--- src/rtl/fp_divider_param.sv ---
// Multi-cycle IEEE-754 divider, width-parametrised (8/23 single, 5/10 half).
// Restoring radix-2 iteration, round-to-nearest-even, flush-to-zero on both ends.
module fp_divider_param #(
  parameter int EXP_W = 8,
  parameter int MAN_W = 23
) (
  input  logic                   clk,
  input  logic                   reset,
  input  logic [EXP_W+MAN_W:0]   A,
  input  logic [EXP_W+MAN_W:0]   B,
  input  logic                   En,
  output logic [EXP_W+MAN_W:0]   Result,
  output logic                   Ready,
  output logic                   Busy,
  output logic                   NaN,
  output logic                   Overflow,
  output logic                   Underflow,
  output logic                   DivByZero
);

  localparam int W      = 1 + EXP_W + MAN_W;
  localparam int N      = MAN_W + 4;
  localparam int CW     = $clog2(N);
  localparam int XW     = EXP_W + 2 + MAN_W;
  localparam int BIAS   = (1 << (EXP_W - 1)) - 1;
  localparam int EMAX_I = (1 << EXP_W) - 1;

  localparam logic [EXP_W+1:0] BIAS_X   = BIAS[EXP_W+1:0];
  localparam logic [EXP_W+1:0] EMAX_X   = EMAX_I[EXP_W+1:0];
  localparam logic [CW-1:0]    CNT_LAST = CW'(N - 1);
  localparam logic [W-1:0]     QNAN     = {1'b0, {EXP_W{1'b1}}, 1'b1, {(MAN_W-1){1'b0}}};
  localparam logic [W-2:0]     INF_MAG  = {{EXP_W{1'b1}}, {MAN_W{1'b0}}};

  typedef enum logic [1:0] {IDLE, DIVIDE, ROUND, DONE} state_t;

  state_t             state;
  logic               sign_r;
  logic [EXP_W+1:0]   exp_r;
  logic [MAN_W+1:0]   rem;
  logic [MAN_W:0]     dvs;
  logic [N-1:0]       quo;
  logic [CW-1:0]      cnt;

  // Operand decode and special-case selection
  logic [EXP_W-1:0]   ea, eb;
  logic [MAN_W-1:0]   fa, fb;
  logic               a_zero, a_inf, a_nan, b_zero, b_inf, b_nan, sgn;
  logic               spec, spec_nan, spec_dbz;
  logic [W-1:0]       spec_res;
  logic [EXP_W+1:0]   exp_init;

  always_comb begin
    ea       = A[W-2:MAN_W];
    eb       = B[W-2:MAN_W];
    fa       = A[MAN_W-1:0];
    fb       = B[MAN_W-1:0];
    sgn      = A[W-1] ^ B[W-1];
    a_zero   = (ea == '0);
    b_zero   = (eb == '0);
    a_inf    = (ea == '1) && (fa == '0);
    b_inf    = (eb == '1) && (fb == '0);
    a_nan    = (ea == '1) && (fa != '0);
    b_nan    = (eb == '1) && (fb != '0);
    exp_init = {2'b00, ea} - {2'b00, eb} + BIAS_X;
    spec     = 1'b1;
    spec_nan = 1'b0;
    spec_dbz = 1'b0;
    spec_res = '0;
    if (a_nan || b_nan || (a_zero && b_zero) || (a_inf && b_inf)) begin
      spec_res = QNAN;
      spec_nan = 1'b1;
    end else if (a_inf) begin
      spec_res = {sgn, INF_MAG};
    end else if (b_zero) begin
      spec_res = {sgn, INF_MAG};
      spec_dbz = 1'b1;
    end else if (b_inf || a_zero) begin
      spec_res = {sgn, {(W-1){1'b0}}};
    end else begin
      spec = 1'b0;
    end
  end

  // One restoring step: subtract when the partial remainder covers the divisor
  logic               q_bit;
  logic [MAN_W+1:0]   diff, part, rem_nx;

  always_comb begin
    q_bit  = (rem >= {1'b0, dvs});
    diff   = rem - {1'b0, dvs};
    part   = q_bit ? diff : rem;
    rem_nx = part << 1;
  end

  // Normalisation drops the leading one; rounding is added to {exp,frac} so a
  // fraction carry-out lands in the exponent as significand 1.0, exponent+1.
  logic [N-2:0]       q_norm;
  logic [EXP_W+1:0]   e_norm, e_fin;
  logic [MAN_W-1:0]   frac, frac_fin;
  logic               guard, sticky, rnd, rnd_ovf, rnd_unf;
  logic [XW-1:0]      mag_ext;
  logic [W-1:0]       rnd_res;

  always_comb begin
    q_norm   = quo[N-1] ? quo[N-2:0] : {quo[N-3:0], 1'b0};
    e_norm   = quo[N-1] ? exp_r : exp_r - 1'b1;
    frac     = q_norm[N-2:3];
    guard    = q_norm[2];
    sticky   = (|q_norm[1:0]) | (|rem);
    rnd      = guard & (sticky | frac[0]);
    mag_ext  = {e_norm, frac} + {{(XW-1){1'b0}}, rnd};
    e_fin    = mag_ext[XW-1:MAN_W];
    frac_fin = mag_ext[MAN_W-1:0];
    rnd_ovf  = !e_fin[EXP_W+1] && (e_fin >= EMAX_X);
    rnd_unf  = e_fin[EXP_W+1] || (e_fin == '0);
    if (rnd_ovf)
      rnd_res = {sign_r, INF_MAG};
    else if (rnd_unf)
      rnd_res = {sign_r, {(W-1){1'b0}}};
    else
      rnd_res = {sign_r, e_fin[EXP_W-1:0], frac_fin};
  end

  always_ff @(posedge clk or negedge reset) begin
    if (!reset) begin
      state     <= IDLE;
      Result    <= '0;
      Ready     <= 1'b0;
      Busy      <= 1'b0;
      NaN       <= 1'b0;
      Overflow  <= 1'b0;
      Underflow <= 1'b0;
      DivByZero <= 1'b0;
      sign_r    <= 1'b0;
      exp_r     <= '0;
      rem       <= '0;
      dvs       <= '0;
      quo       <= '0;
      cnt       <= '0;
    end else begin
      Ready <= 1'b0;
      case (state)
        IDLE: begin
          if (En) begin
            Busy      <= 1'b1;
            NaN       <= 1'b0;
            Overflow  <= 1'b0;
            Underflow <= 1'b0;
            DivByZero <= 1'b0;
            sign_r    <= sgn;
            exp_r     <= exp_init;
            rem       <= {1'b0, 1'b1, fa};
            dvs       <= {1'b1, fb};
            quo       <= '0;
            cnt       <= '0;
            if (spec) begin
              Result    <= spec_res;
              NaN       <= spec_nan;
              DivByZero <= spec_dbz;
              state     <= DONE;
            end else begin
              state <= DIVIDE;
            end
          end
        end
        DIVIDE: begin
          quo <= {quo[N-2:0], q_bit};
          rem <= rem_nx;
          cnt <= cnt + 1'b1;
          if (cnt == CNT_LAST)
            state <= ROUND;
        end
        ROUND: begin
          Result    <= rnd_res;
          Overflow  <= rnd_ovf;
          Underflow <= rnd_unf;
          state     <= DONE;
        end
        DONE: begin
          Ready <= 1'b1;
          Busy  <= 1'b0;
          state <= IDLE;
        end
        default: state <= IDLE;
      endcase
    end
  end

endmodule

--- config.mk ---
export PLATFORM = sky130hd
export DESIGN_NAME = fp_divider_param
export DESIGN_NICKNAME = d
export VERILOG_FILES = /design/src/rtl/fp_divider_param.sv
export SDC_FILE = /design/constraint.sdc
export NUM_CORES = 1
export LEC_CHECK = 0
export ABC_AREA = 1
export CAP_MARGIN = 20
export CORE_MARGIN = 2
export CORE_UTILIZATION = 40
export CTS_CLUSTER_DIAMETER = 150
export DETAILED_ROUTE_END_ITERATION = 7
export PLACE_DENSITY_LB_ADDON = 0.15
export SLEW_MARGIN = 20
export SYNTH_ARGS = -nofsm -noshare
export SYNTH_HDL_FRONTEND = slang
export SYNTH_SLANG_ARGS = --single-unit
--- constraint.sdc ---
create_clock -name clk -period 3 [get_ports clk]
set_input_delay 0.9 -clock clk [delete_from_list [all_inputs] [get_ports clk]]
set_output_delay 0.9 -clock clk [all_outputs]
set_load 0.05 [all_outputs]
## After elaboration in Yosys (flattened, before gate mapping)

Index checks and enable logic that the tools add are counted.

| storage, ports and cells | value |
|---|---|
| word-level logic and storage cells | 105 |
| bits in registers | 132 |
| input bits | 67 |

| operators by class | value |
|---|---|
| reductions and logical operators | 32 |
| $add $sub $neg | 6 |
| magnitude comparators | 2 |
| eq/ne operators | 9 |
| multiplexer cells | 38 |
| bitwise gates (word level) | 4 |

Operators with widths:

| operator | count |
|---|---|
| $mux W32 | 6 |
| $pmux W32 S2 | 1 |
| $mux W31 | 2 |
| $pmux W27 S2 | 1 |
| $pmux W25 S2 | 1 |
| $logic_not A23 Y1 | 2 |
| $reduce_bool A23 Y1 | 2 |
| $add A33 B1 Y33 | 1 |
| $mux W27 | 1 |
| $mux W26 | 1 |
| $ge A25 B24 Y1 | 1 |
| $mux W25 | 1 |
| $reduce_or A25 Y1 | 1 |
| $mux W24 | 1 |
| $sub A24 B24 Y24 | 1 |
| $eq A8 B8 Y1 const B | 2 |
| $logic_not A8 Y1 | 2 |
| $mux W1 | 13 |
| $add A9 B8 Y10 const B | 1 |
| $ge A10 B8 Y1 const B | 1 |
| $logic_not A10 Y1 | 1 |
| $mux W10 | 1 |
| $pmux W5 S2 | 1 |
| $reduce_and A2 Y1 | 5 |
| other kinds (21) | 41 |

## Longest topological paths before layout

Gate-level depths: netlist of run 1.

| depth | value |
|---|---|
| depth after elaboration | 11 |
| depth in mapped cells | 22 |

## Least setup slack after synthesis of run 1

No wires, ideal clock.

| timing | value |
|---|---|
| path kind | input -> register |
| start | input port A[23] |
| end | register exp_r[7] |
| library setup time | 0.083 ns |
| data required time | 2.917 ns |
| arrival | 2.642 ns |
| cell stages on the path | 17 |
| buffers on the path | 0 |
| setup slack | 0.275 ns |
| cell sequence | inv_1 -> ha_1 -> inv_1 -> fa_1 -> nand3_1 -> nand2_1 -> nand2_1 -> nand2_1 -> nand2_1 -> nand2_1 -> or2_2 -> nand2_1 -> nand2_1 -> inv_1 -> nand2_1 -> xor2_1 -> o21ai_0 |

| on the way | value |
|---|---|
| longest elaborated chain between the ends | 2 |

Ends and longest elaborated chain:

| element | line | RTL |
|---|---|---|
| start, declared | 9 | `input logic [EXP_W+MAN_W:0] A,` |
| $sub A8 B8 Y9 | 64 | `exp_init = {2'b00, ea} - {2'b00, eb} + BIAS_X;` |
| $add A9 B8 Y10 | 64 |  |
| end signal, assigned | 151 | `exp_r <= exp_init;` |
| end, declared | 38 | `logic [EXP_W+1:0] exp_r;` |

Every way passes these cells.
A chain may end at the register's enable or synchronous reset.

## Worst setup path after layout of run 1

| timing | value |
|---|---|
| start | input port A[25] |
| end | register exp_r[7] |

Same word-level chain as after synthesis.

==> results of run 1 <==
-- registers in the layout, summed over array words and instances, names as in the netlist --
register,cells
Result,32
quo,27
rem,25
dvs,24
exp_r,10
cnt,5
state,2
Busy,1
DivByZero,1
NaN,1
Overflow,1
Ready,1
Underflow,1
sign_r,1
-- synthesized netlist by cell type (2+ instances only) --
library cell | number | share of area [%]
sky130_fd_sc_hd__nand2_4 | 4 | 0.46
sky130_fd_sc_hd__a21o_1 | 3 | 0.23
sky130_fd_sc_hd__nand3b_1 | 3 | 0.23
sky130_fd_sc_hd__fa_1 | 2 | 0.40
sky130_fd_sc_hd__or2_2 | 3 | 0.19
sky130_fd_sc_hd__nand3_2 | 12 | 1.2
sky130_fd_sc_hd__inv_2 | 2 | 0.076
sky130_fd_sc_hd__buf_12 | 2 | 0.40
sky130_fd_sc_hd__nor4_1 | 10 | 0.63
sky130_fd_sc_hd__nor2_2 | 5 | 0.32
sky130_fd_sc_hd__nand3_1 | 86 | 4.4
sky130_fd_sc_hd__o211ai_1 | 3 | 0.23
sky130_fd_sc_hd__a21oi_1 | 69 | 3.5
sky130_fd_sc_hd__dfrtp_1 | 132 | 33
sky130_fd_sc_hd__nand4_1 | 34 | 2.2
sky130_fd_sc_hd__o21ai_0 | 98 | 5.0
sky130_fd_sc_hd__nand2_1 | 386 | 15
sky130_fd_sc_hd__nor3_1 | 16 | 0.81
sky130_fd_sc_hd__nand2_2 | 15 | 0.95
sky130_fd_sc_hd__ha_1 | 41 | 5.2
sky130_fd_sc_hd__clkbuf_1 | 26 | 0.99
sky130_fd_sc_hd__o22ai_1 | 29 | 1.8
sky130_fd_sc_hd__clkinv_1 | 3 | 0.11
sky130_fd_sc_hd__xor2_1 | 27 | 2.4
sky130_fd_sc_hd__buf_6 | 10 | 1.1
sky130_fd_sc_hd__buf_1 | 2 | 0.076
sky130_fd_sc_hd__o21ai_2 | 9 | 0.80
sky130_fd_sc_hd__inv_1 | 226 | 8.6
sky130_fd_sc_hd__a31oi_1 | 4 | 0.25
sky130_fd_sc_hd__o21bai_1 | 4 | 0.30
sky130_fd_sc_hd__xnor2_1 | 12 | 1.1
sky130_fd_sc_hd__o21ai_1 | 9 | 0.46
sky130_fd_sc_hd__nor2_1 | 138 | 5.2
sky130_fd_sc_hd__nor2_4 | 8 | 0.91
-- report_power, final --
part | switching, mW | internal [mW]
Sequential | 0.562 | 2.51
Clock | 0.817 | 1.52
Combinational | 5.34 | 2.99
-- timing repair --
action / 4_1_cts / 5_1_grt
setup buffers: 0 / 3
resized for setup: 0 / 26
setup endpoints to repair: 0 / 38
-- area by class of cell --
| class | instances | area (um^2) |
|---|---|---|
| Inverter | 232 | 878.3 |
| Fill cell | 2454 | 11620 |
| Tap cell | 324 | 405.4 |
| Timing Repair Buffer | 214 | 1958 |
| Sequential cell | 132 | 3304 |
| Multi-Input combinational cell | 1045 | 5499 |
| Clock inverter | 12 | 201.4 |
| Clock buffer | 20 | 456.7 |
-- critical path, cell delays in order --
cell                              delay, ns
sky130_fd_sc_hd__clkdlybuf4s50_1       0.42
sky130_fd_sc_hd__buf_4                 0.14
sky130_fd_sc_hd__ha_1                  0.34
sky130_fd_sc_hd__a21oi_1               0.17
sky130_fd_sc_hd__nand2_1               0.10
sky130_fd_sc_hd__a21oi_1               0.14
sky130_fd_sc_hd__o21ai_0               0.14
sky130_fd_sc_hd__nand2_1               0.09
sky130_fd_sc_hd__nand2_1               0.05
sky130_fd_sc_hd__nand2_1               0.05
sky130_fd_sc_hd__nand2_1               0.06
sky130_fd_sc_hd__xnor2_1               0.25
sky130_fd_sc_hd__xor2_1                0.17
sky130_fd_sc_hd__o21ai_1               0.07
-- worst paths after layout --
check                      cells after the start    start  slack (ns)   endpoint
min reg2reg                                    2  dvs[23]        0.47    dvs[23]
max                                           14    A[25]        0.20   exp_r[7]
max reg2reg                                   17  quo[26]        0.24  Result[9]
min                                            1    reset        0.44     quo[8]
max in group asynchronous                      2    reset        1.92    rem[17]
min in group clk                               2  dvs[23]        0.47    dvs[23]
-- metal layers --
metal	vias to the layer above	track usage [%]	share of wire, %
li1	5043	-	-
met1	4367	27.99	48
met2	174	35.70	46
met3	40	3.467	3.2
met4	0	6.940	2.8
met5	-	0	0
-- stage by stage --
step	worst slack [ns]	TNS, ns
after floorplan	0.2750	0
after global placement	-0.3043	-5.984
after detailed placement	-0.3277	-6.520
after CTS	0.06870	0
after global routing	-0.004670	-0.007091
final	0.1987	0
-- logic make-up (layout without fill, tap and decap cells) --
group | count (synthesis) | in the layout | share of synthesized area, %
simple gates | 726 | 726 | 32.65
buf+inv | 274 | 478 | 11.56
compound gates | 237 | 237 | 13.34
flops | 132 | 132 | 33.40
fa+ha+maj | 43 | 43 | 5.592
xor+xnor | 39 | 39 | 3.454
==> out/metrics.csv, run 1 <==
stage,metric,value,unit
run_status,status,"complete, no violations",
clock_network,number of H-tree branching levels,4,
worst_setup_path,CP Class,in -> reg,
final_layout,Finished Cell Area,0.01270,mm^2
synthesis,distinct cell type count of the synthesized netlist,52,
sta,period utilisation layout,93.38,%
sta,actual transition at the worst max-transition pin,0.8209,ns
global_route,via count of the first global-routing pass,9443,
clock_network,CTS Buf Count,17,
floorplan,Vert. Die Dim,161.2,um
detailed_routing,number of remaining DRC errors,0,
floorplan,starting density of the core,40.66,%
sta,Setup-failing EPs final,0,
detailed_routing,overall via count from detail_route,9624,
synthesis,number of enable-type register cells in the synthesized netlist,0,
detailed_routing,detail-routed via count per cell,4.863,
place,final weighted congestion in routability-driven placement,0.9314,
place,input/output buffers,104,
clock_network,number of buffers added to fix hold violations after cts,0,
worst_setup_path,data arrival at the endpoint of the critical path,3.09,ns
place,Post-Place Cells,1944,
final_layout,final cell count without fillers,1979,
worst_setup_path,required arrival time at the worst endpoint,3.29,ns
clock_network,clock latency on the worst-skew pair,0.43,ns
synthesis,syn_nets,1561,
sta,Clock Skew,0.01548,ns
pwr,static power due to leakage,6.276,nW
sta,RSZ-0062 raised after global routing,true,
clock_network,post-CTS clock slew at the launch and capture registers of the worst setup and hold paths,0.06,ns
global_route,Overall Global Routing Usage,21.24,%
sta,"Hold Violations, Final",0,
final_layout,number of inserted diodes,0,
floorplan,total die area,0.02600,mm^2
global_route,maximum number of pins on one net before global-route repair,56,
sta,final count of pins violating max slew,0,
worst_setup_path,type of origin of the critical path,input port,
synthesis,most used flip-flop cell after synthesis,sky130_fd_sc_hd__dfrtp_1,
detailed_routing,Post-DRT Antenna Nets,0,
detailed_routing,drt first-iter violations,527,
detailed_routing,wire length per cell after detailed routing,13.31,um
synthesis,proportion of synthesized flip-flops having asynchronous set or reset,100.0,%
pwr,Power Total,13.74,mW
place,Post-DP Area,0.01195,mm^2
final_layout,share of the core filled with cells,52.24,%
pwr,VDD IR-drop max,0.4608,mV
clock_network,cell at the root of the clock tree,sky130_fd_sc_hd__clkbuf_16,
global_route,wire length of the first global-routing pass,45220,um
global_route,antenna violations before repair,0,
final_layout,"most common cell after layout, fill and taps aside",sky130_fd_sc_hd__nand2_1,
pwr,Power Dens Cells,1082,mW/mm^2
floorplan,floorplan core area,0.02432,mm^2
synthesis,Synthesis Warnings,0,
floorplan,total I/O pin count,105,
synthesis,Mapped Area,0.009889,mm^2
global_route,Congestion Overflow GR,0,
final_layout,most used cells in the layout excluding fill and tap cells,"sky130_fd_sc_hd__nand2_1, sky130_fd_sc_hd__inv_1, sky130_fd_sc_hd__nor2_1",
final_layout,Area Overhead vs Synth,28.45,%
clock_network,buffer levels on the longest clock path,2,
detailed_routing,drt first pass iters,5,
sta,min Tclk post-route,2.801,ns
sta,Final Hold Slack,0.4443,ns
final_layout,Post-layout nets,1752,
worst_setup_path,kind of capture point of the worst setup path,flop,
worst_setup_path,"Max FO, Critical Path",4,
clock_network,clock tree from TritonCTS,done,
final_layout,share of final-layout standard cells stronger than drive strength 1,13.53,%
worst_hold_path,HP Class,in -> async,
synthesis,sequential share of the synthesized area,33.40,%
place,detailed-placement wirelength estimate,21120,um
floorplan,Horiz. Die Dim,161.2,um
clock_network,clock net sink count,132,
synthesis,synthesized instance count,1451,
synthesis,number of flip-flops and latches in the synthesized netlist,132,
detailed_routing,WL final,26340,um
synthesis,Syn Area/Cell,6.816,um^2
sta,Max Clock Freq,0.3570,GHz
job,max-cap violations,0,
sta,Relative slew margins,45.22,%
floorplan,number of standard-cell rows in the floorplan,57,
Note: power is estimated with default switching activity, not from simulation.
==> run 2, diff against run 1 <==
--- a/config.mk
+++ b/config.mk
@@ -9,6 +9,7 @@
 export CAP_MARGIN = 20
 export CORE_MARGIN = 2
 export CORE_UTILIZATION = 40
+export CTS_BUF_LIST = sky130_fd_sc_hd__clkbuf_4
 export CTS_CLUSTER_DIAMETER = 150
 export DETAILED_ROUTE_END_ITERATION = 7
 export PLACE_DENSITY_LB_ADDON = 0.15
==> run 2 against run 1 <==
Compared with the run above: highest routed layer unchanged; via count about the same; clock power decreased by 38%; design area decreased by 2.8%.
==> out/metrics.csv, run 2 (same netlist as run 1, synthesis figures left out) <==
stage,metric,value,unit
worst_setup_path,library cell contributing the largest single delay on the critical path,sky130_fd_sc_hd__clkdlybuf4s50_1,
sta,period utilisation layout,92.17,%
final_layout,share of final-layout standard cells stronger than drive strength 1,12.94,%
pwr,static power due to leakage,6.106,nW
global_route,Overall Global Routing Usage,21.08,%
detailed_routing,drt first pass iters,5,
clock_network,post-CTS clock slew at the launch and capture registers of the worst setup and hold paths,0.13,ns
pwr,cell-internal power,6.230,mW
pwr,switching pwr,6.583,mW
clock_network,number of H-tree branching levels,4,
worst_setup_path,maximum cell stage delay along the critical path,0.51,ns
detailed_routing,drt first-iter violations,519,
sta,Setup-failing EPs final,0,
clock_network,CTS Buf Count,17,
final_layout,register bank with the most flops,Result,
place,input/output buffers,104,
pwr,Power Total,12.81,mW
floorplan,floorplan core area,0.02432,mm^2
final_layout,Filler Cells Inserted,2504,
pwr,relative contribution of sequential cells to total power,23.9,%
pwr,switching power as a share of total power,51.38,%
floorplan,number of standard-cell rows in the floorplan,57,
worst_setup_path,CP Class,in -> reg,
clock_network,cell at the root of the clock tree,sky130_fd_sc_hd__clkbuf_4,
floorplan,Vert. Die Dim,161.2,um
worst_setup_path,data arrival at the endpoint of the critical path,3.23,ns
global_route,Congestion Overflow GR,0,
floorplan,total die area,0.02600,mm^2
worst_setup_path,"Max FO, Critical Path",3,
place,final weighted congestion in routability-driven placement,0.9314,
worst_setup_path,required arrival time at the worst endpoint,3.47,ns
pwr,Power Dens Cells,1038,mW/mm^2
global_route,antenna violations before repair,1,
sta,final count of pins violating max slew,0,
detailed_routing,number of remaining DRC errors,0,
sta,final worst setup slack,0.2348,ns
worst_setup_path,kind of capture point of the worst setup path,flop,
worst_setup_path,"critical path, cell by cell",clkdlybuf4s50_1 > ha_1 > inv_1 > fa_1 > nand3_2 > nand2_1 > nand2_1 > nand2_1 > nand2_1 > nand2_1 > or2_2 > nand2_1 > nand2_1 > inv_1 > nand2_1 > xor2_1 > o21ai_0,
detailed_routing,WL final,26160,um
clock_network,clock net sink count,132,
worst_setup_path,CP dominant cell by count,sky130_fd_sc_hd__nand2_1,
sta,RSZ-0062 raised after global routing,false,
pwr,VDD IR-drop max,0.3909,mV
global_route,via count of the first global-routing pass,9367,
worst_setup_path,type of origin of the critical path,input port,
run_status,status,"complete, no violations",
sta,Clock Skew,0.03670,ns
global_route,maximum number of pins on one net before global-route repair,56,
sta,Max Clock Freq,0.3616,GHz
clock_network,clock tree from TritonCTS,done,
pwr,combinational fraction of design power,64.8,%
job,max-cap violations,0,
worst_hold_path,HP Class,in -> async,
final_layout,largest registers,"Result: 32 flops, quo: 27 flops, rem: 25 flops",
final_layout,"most common cell after layout, fill and taps aside",sky130_fd_sc_hd__nand2_1,
sta,min Tclk post-route,2.765,ns
place,detailed-placement wirelength estimate,21120,um
clock_network,number of buffers added to fix hold violations after cts,0,
sta,Relative slew margins,45.33,%
global_route,wire length of the first global-routing pass,44820,um
floorplan,starting density of the core,40.66,%
sta,"Hold Violations, Final",0,
detailed_routing,detail-routed via count per cell,4.859,
floorplan,Horiz. Die Dim,161.2,um
sta,actual transition at the worst max-transition pin,0.8191,ns
floorplan,total I/O pin count,105,
clock_network,buffer levels on the longest clock path,2,
pwr,relative contribution of the clock network to total power,11.4,%
detailed_routing,overall via count from detail_route,9615,
clock_network,clock latency on the worst-skew pair,0.57,ns
detailed_routing,Post-DRT Antenna Nets,0,
final_layout,max reg flops,32,
detailed_routing,wire length per cell after detailed routing,13.22,um
final_layout,Post-layout nets,1751,
place,pre-CTS setup slack,-0.3277,ns
final_layout,Area Overhead vs Synth,24.89,%
final_layout,most used cells in the layout excluding fill and tap cells,"sky130_fd_sc_hd__nand2_1, sky130_fd_sc_hd__inv_1, sky130_fd_sc_hd__nor2_1",
## run 2: cell types whose count changed in the layout (fill, tap and decap cells not counted), moves of 2 or more
cell / change
sky130_fd_sc_hd__clkbuf_16: -17
sky130_fd_sc_hd__clkbuf_4: +18
sky130_fd_sc_hd__clkbuf_8: -2
sky130_fd_sc_hd__clkdlybuf4s50_1: +3
sky130_fd_sc_hd__clkinv_1: +2
sky130_fd_sc_hd__dlymetal6s2s_1: -3
sky130_fd_sc_hd__nand2_1: +3
sky130_fd_sc_hd__nand2_2: -3
## run 2: stage by stage
| stage | TNS (ns) | cells | util (%) | hold slack [ns] | cell area [um^2] |
|---|---|---|---|---|---|
| floorplan | 0 | 1451 | - | 0.4259 | 9889 |
| global placement | -5.984 | 1944 | 49.14 | 0.4418 | 11950 |
| detailed placement | -6.520 | 1944 | 49.14 | 0.4617 | 11950 |
| CTS | 0 | 1976 | 50.55 | 0.2668 | 12290 |
| global route | 0 | 1979 | 50.78 | 0.2875 | 12350 |
| finish | 0 | 1979 | 50.78 | 0.2883 | 12350 |
## run 2: worst max-delay path, delay by kind of cell
kind / cells / cell delay (ns)
compound gates: 1 / 0.14
simple gates: 10 / 0.83
buf+inv: 3 / 0.64
xor+xnor: 1 / 0.15
fa+ha+maj: 2 / 0.56
## run 2: cell type report
type / count / area [um^2] / share of cell area (%)
diodes: 1 / 2.502 / 0.02026
clock buffers: 18 / 135.1 / 1.094
clock inverters: 14 / 209.0 / 1.692
inverters: 232 / 878.3 / 7.112
multi-input cells: 1045 / 5477 / 44.34
flip-flops and latches: 132 / 3304 / 26.76
well taps: 324 / 405.4 / 3.282
repair buffers: 213 / 1939 / 15.70
## run 2: worst paths after layout
path                             end      start  cells past startpoint  slack, ns
setup / recovery            exp_r[7]      B[23]                     17       0.23
hold / removal                quo[8]      reset                      1       0.29
setup reg to reg           Result[9]    quo[26]                     17       0.24
hold reg to reg            Result[5]  Result[5]                      2       0.49
max in group asynchronous    dvs[17]      reset                      2       2.08
min in group clk           Result[5]  Result[5]                      2       0.49
## run 2: power groups by stage
stage                     Clock, mW  Sequential (mW)  Combinational [mW]
after floorplan                   0             3.36                5.73
after global placement            0             3.08                8.19
after detailed placement          0             3.08                8.25
after CTS                      1.50             3.05                8.28
after global routing           1.58             3.16                9.40
final                          1.46             3.06                8.30
## run 2: timing repair
action	in CTS	in global routing
buffers inserted	0	2
setup endpoints to repair	0	33
resized for setup	0	13
endpoints found under the hold margin	0	0
## run 2: per-layer routing
layer	wire length, um	track usage (%)
met5	0	0
met4	723	6.859
met3	804	3.518
met2	12030	35.33
met1	12600	27.84
==> run 3, diff against run 2 <==
--- a/config.mk
+++ b/config.mk
@@ -7,8 +7,10 @@
 export LEC_CHECK = 0
 export ABC_AREA = 1
 export CAP_MARGIN = 20
+export CELL_PAD_IN_SITES_DETAIL_PLACEMENT = 1
+export CELL_PAD_IN_SITES_GLOBAL_PLACEMENT = 2
 export CORE_MARGIN = 2
-export CORE_UTILIZATION = 40
+export CORE_UTILIZATION = 33
 export CTS_BUF_LIST = sky130_fd_sc_hd__clkbuf_4
 export CTS_CLUSTER_DIAMETER = 150
 export DETAILED_ROUTE_END_ITERATION = 7
==> run 3 against run 2 <==
Compared with the run above: flip-flop and latch count stayed put; first-iteration DRC count is 34% lower; wire length is 22% higher; non-clock buffer count is 10 higher; die area is 21% higher; register-to-register slack worse by 0.13 ns; via count is 3.1% higher; sequential power hardly changed; setup slack worse by 0.12 ns; combinational power is 8.0% higher; final cell count is 3.8% higher; largest cell class unchanged.
==> out/metrics.csv, run 3 (same netlist as run 1, synthesis figures left out) <==
stage,metric,value,unit
worst_setup_path,CP Class,reg -> reg,
sta,Relative slew margins,60.34,%
floorplan,Vert. Die Dim,177.1,um
sta,Final Hold Slack,0.2870,ns
clock_network,number of buffers added to fix hold violations after cts,0,
final_layout,"most common cell after layout, fill and taps aside",sky130_fd_sc_hd__nand2_1,
detailed_routing,WL final,31910,um
floorplan,number of standard-cell rows in the floorplan,63,
sta,period utilisation layout,96.22,%
final_layout,max reg flops,32,
final_layout,register bank with the most flops,Result,
detailed_routing,Post-DRT Antenna Nets,0,
worst_setup_path,required arrival time at the worst endpoint,3.45,ns
global_route,wire length of the first global-routing pass,51890,um
worst_setup_path,"Max FO, Critical Path",7,
worst_setup_path,endpoint of the worst setup timing path,Result[18],
detailed_routing,drt first pass iters,6,
global_route,GR Layer Usage met2,38.47,%
floorplan,floorplan core area,0.02956,mm^2
pwr,VDD IR-drop max,0.4135,mV
sta,final count of pins violating max slew,0,
worst_setup_path,Crit Reg-Reg Endpoint,Result[18],
worst_setup_path,reg2reg path depth,17,
clock_network,cell at the root of the clock tree,sky130_fd_sc_hd__clkbuf_4,
worst_setup_path,origin of the worst setup path,quo[26],
global_route,gr busiest metal,met2,
final_layout,Finished Cell Area,0.01268,mm^2
detailed_routing,drt first-iter violations,343,
final_layout,share of the core filled with cells,42.91,%
sta,Setup-failing EPs final,0,
worst_setup_path,Critical R2R Launch,quo[26],
clock_network,post-CTS clock slew at the launch and capture registers of the worst setup and hold paths,0.13,ns
run_status,status,"complete, no violations",
worst_setup_path,data arrival at the endpoint of the critical path,3.34,ns
floorplan,total die area,0.03137,mm^2
global_route,met1 Use GR,25.07,%
job,max-cap violations,0,
sta,actual transition at the worst max-transition pin,0.5894,ns
place,input/output buffers,104,
detailed_routing,wire length per cell after detailed routing,15.53,um
worst_hold_path,HP Class,in -> async,
final_layout,most used cells in the layout excluding fill and tap cells,"sky130_fd_sc_hd__nand2_1, sky130_fd_sc_hd__inv_1, sky130_fd_sc_hd__dfrtp_1",
place,detailed-placement wirelength estimate,25120,um
global_route,Congestion Overflow GR,0,
sta,"Hold Violations, Final",0,
pwr,static power due to leakage,6.225,nW
clock_network,number of H-tree branching levels,4,
detailed_routing,number of remaining DRC errors,0,
clock_network,clock net sink count,132,
final_layout,Filler Cells Inserted,3800,
place,Post-DP Area,0.01206,mm^2
clock_network,buffer levels on the longest clock path,2,
detailed_routing,detail-routed via count per cell,4.824,
place,final weighted congestion in routability-driven placement,0.8496,
floorplan,starting density of the core,33.46,%
global_route,Overall Global Routing Usage,20.70,%
global_route,antenna violations before repair,1,
global_route,via count of the first global-routing pass,10251,
clock_network,CTS Buf Count,17,
detailed_routing,overall via count from detail_route,9913,
worst_setup_path,type of origin of the critical path,flop,
final_layout,share of final-layout standard cells stronger than drive strength 1,14.42,%
sta,min Tclk post-route,2.887,ns
clock_network,clock tree from TritonCTS,done,
clock_network,clock latency on the worst-skew pair,0.57,ns
final_layout,largest registers,"Result: 32 flops, quo: 27 flops, rem: 25 flops",
pwr,Power Dens Cells,1066,mW/mm^2
sta,Clock Skew,0.03795,ns
worst_setup_path,kind of capture point of the worst setup path,flop,
pwr,Power Total,13.53,mW
final_layout,Post-layout nets,1761,
floorplan,total I/O pin count,105,
worst_setup_path,register-to-register path setup slack,0.11,ns
global_route,global-route met3 utilization,2.685,%
final_layout,Area Overhead vs Synth,28.26,%
floorplan,Horiz. Die Dim,177.1,um
global_route,maximum number of pins on one net before global-route repair,57,
sta,Max Clock Freq,0.3464,GHz
[run 3: layer usage]
metal | part of all wire, % | up-vias
li1 | - | 5058
met1 | 44 | 4693
met2 | 52 | 129
met3 | 2.1 | 33
met4 | 2.0 | 0
met5 | 0 | -
[run 3: how the worst min path moves through the flow]
stage / from / to / slack (ns) / cells after the start
after floorplan: dvs[23] / dvs[23] / 0.43 / 2
after global placement: dvs[23] / dvs[23] / 0.44 / 2
after detailed placement: dvs[23] / dvs[23] / 0.46 / 2
after CTS: reset / Result[7] / 0.27 / 1
after global routing: reset / Result[7] / 0.27 / 1
final: reset / Result[7] / 0.29 / 1
[run 3: metrics by stage]
stage | instances | setup TNS (ns) | worst slack, ns
5_1_grt | 2055 | -0.6349 | -0.05613
4_1_cts | 2043 | 0 | 0.06065
2_1_floorplan | 1451 | 0 | 0.2750
6_report | 2055 | 0 | 0.1135
3_5_place_dp | 2011 | -12.50 | -0.4640
3_3_place_gp | 2011 | -10.69 | -0.4038
[run 3: critical path: stages (launching register included)]
cell                        delay (ns)
sky130_fd_sc_hd__dfrtp_2          0.51
sky130_fd_sc_hd__buf_4            0.19
sky130_fd_sc_hd__o21ai_2          0.21
sky130_fd_sc_hd__ha_4             0.18
sky130_fd_sc_hd__nand2_4          0.06
sky130_fd_sc_hd__nor2_4           0.16
sky130_fd_sc_hd__nand4_1          0.24
sky130_fd_sc_hd__nor2_4           0.20
sky130_fd_sc_hd__nand2_1          0.07
sky130_fd_sc_hd__nand2_1          0.07
sky130_fd_sc_hd__nand2_2          0.10
sky130_fd_sc_hd__nor2_4           0.14
sky130_fd_sc_hd__nand3_2          0.11
sky130_fd_sc_hd__nand2_4          0.12
sky130_fd_sc_hd__nand2_8          0.10
sky130_fd_sc_hd__clkbuf_16        0.19
sky130_fd_sc_hd__nand3_1          0.08
sky130_fd_sc_hd__nand2_1          0.05
[run 3: what timing repair did]
action | in CTS | in global routing
resized for setup | 0 | 39
endpoints found under the setup margin | 0 | 31
setup buffers | 0 | 7
[run 3: layout make-up]
class                      instances  area, um^2  share of cell area, %
timing repair buffer             223        2085                  16.43
multi-input combinational       1045        5583                  44.01
clock buffer                      18       135.1                  1.065
tap                              390       488.0                  3.847
inverter                         232       880.8                  6.944
clock inverter                    14       206.4                  1.628
antenna                            1       2.502                0.01973
sequential                       132        3304                  26.05
[run 3: power by group]
| part | switching [mW] | total [mW] | internal (mW) |
|---|---|---|---|
| registers | 0.574 | 3.07 | 2.49 |
| clock network | 0.752 | 1.50 | 0.751 |
| logic | 5.71 | 8.96 | 3.25 |
| total | 7.04 | 13.5 | 6.49 |
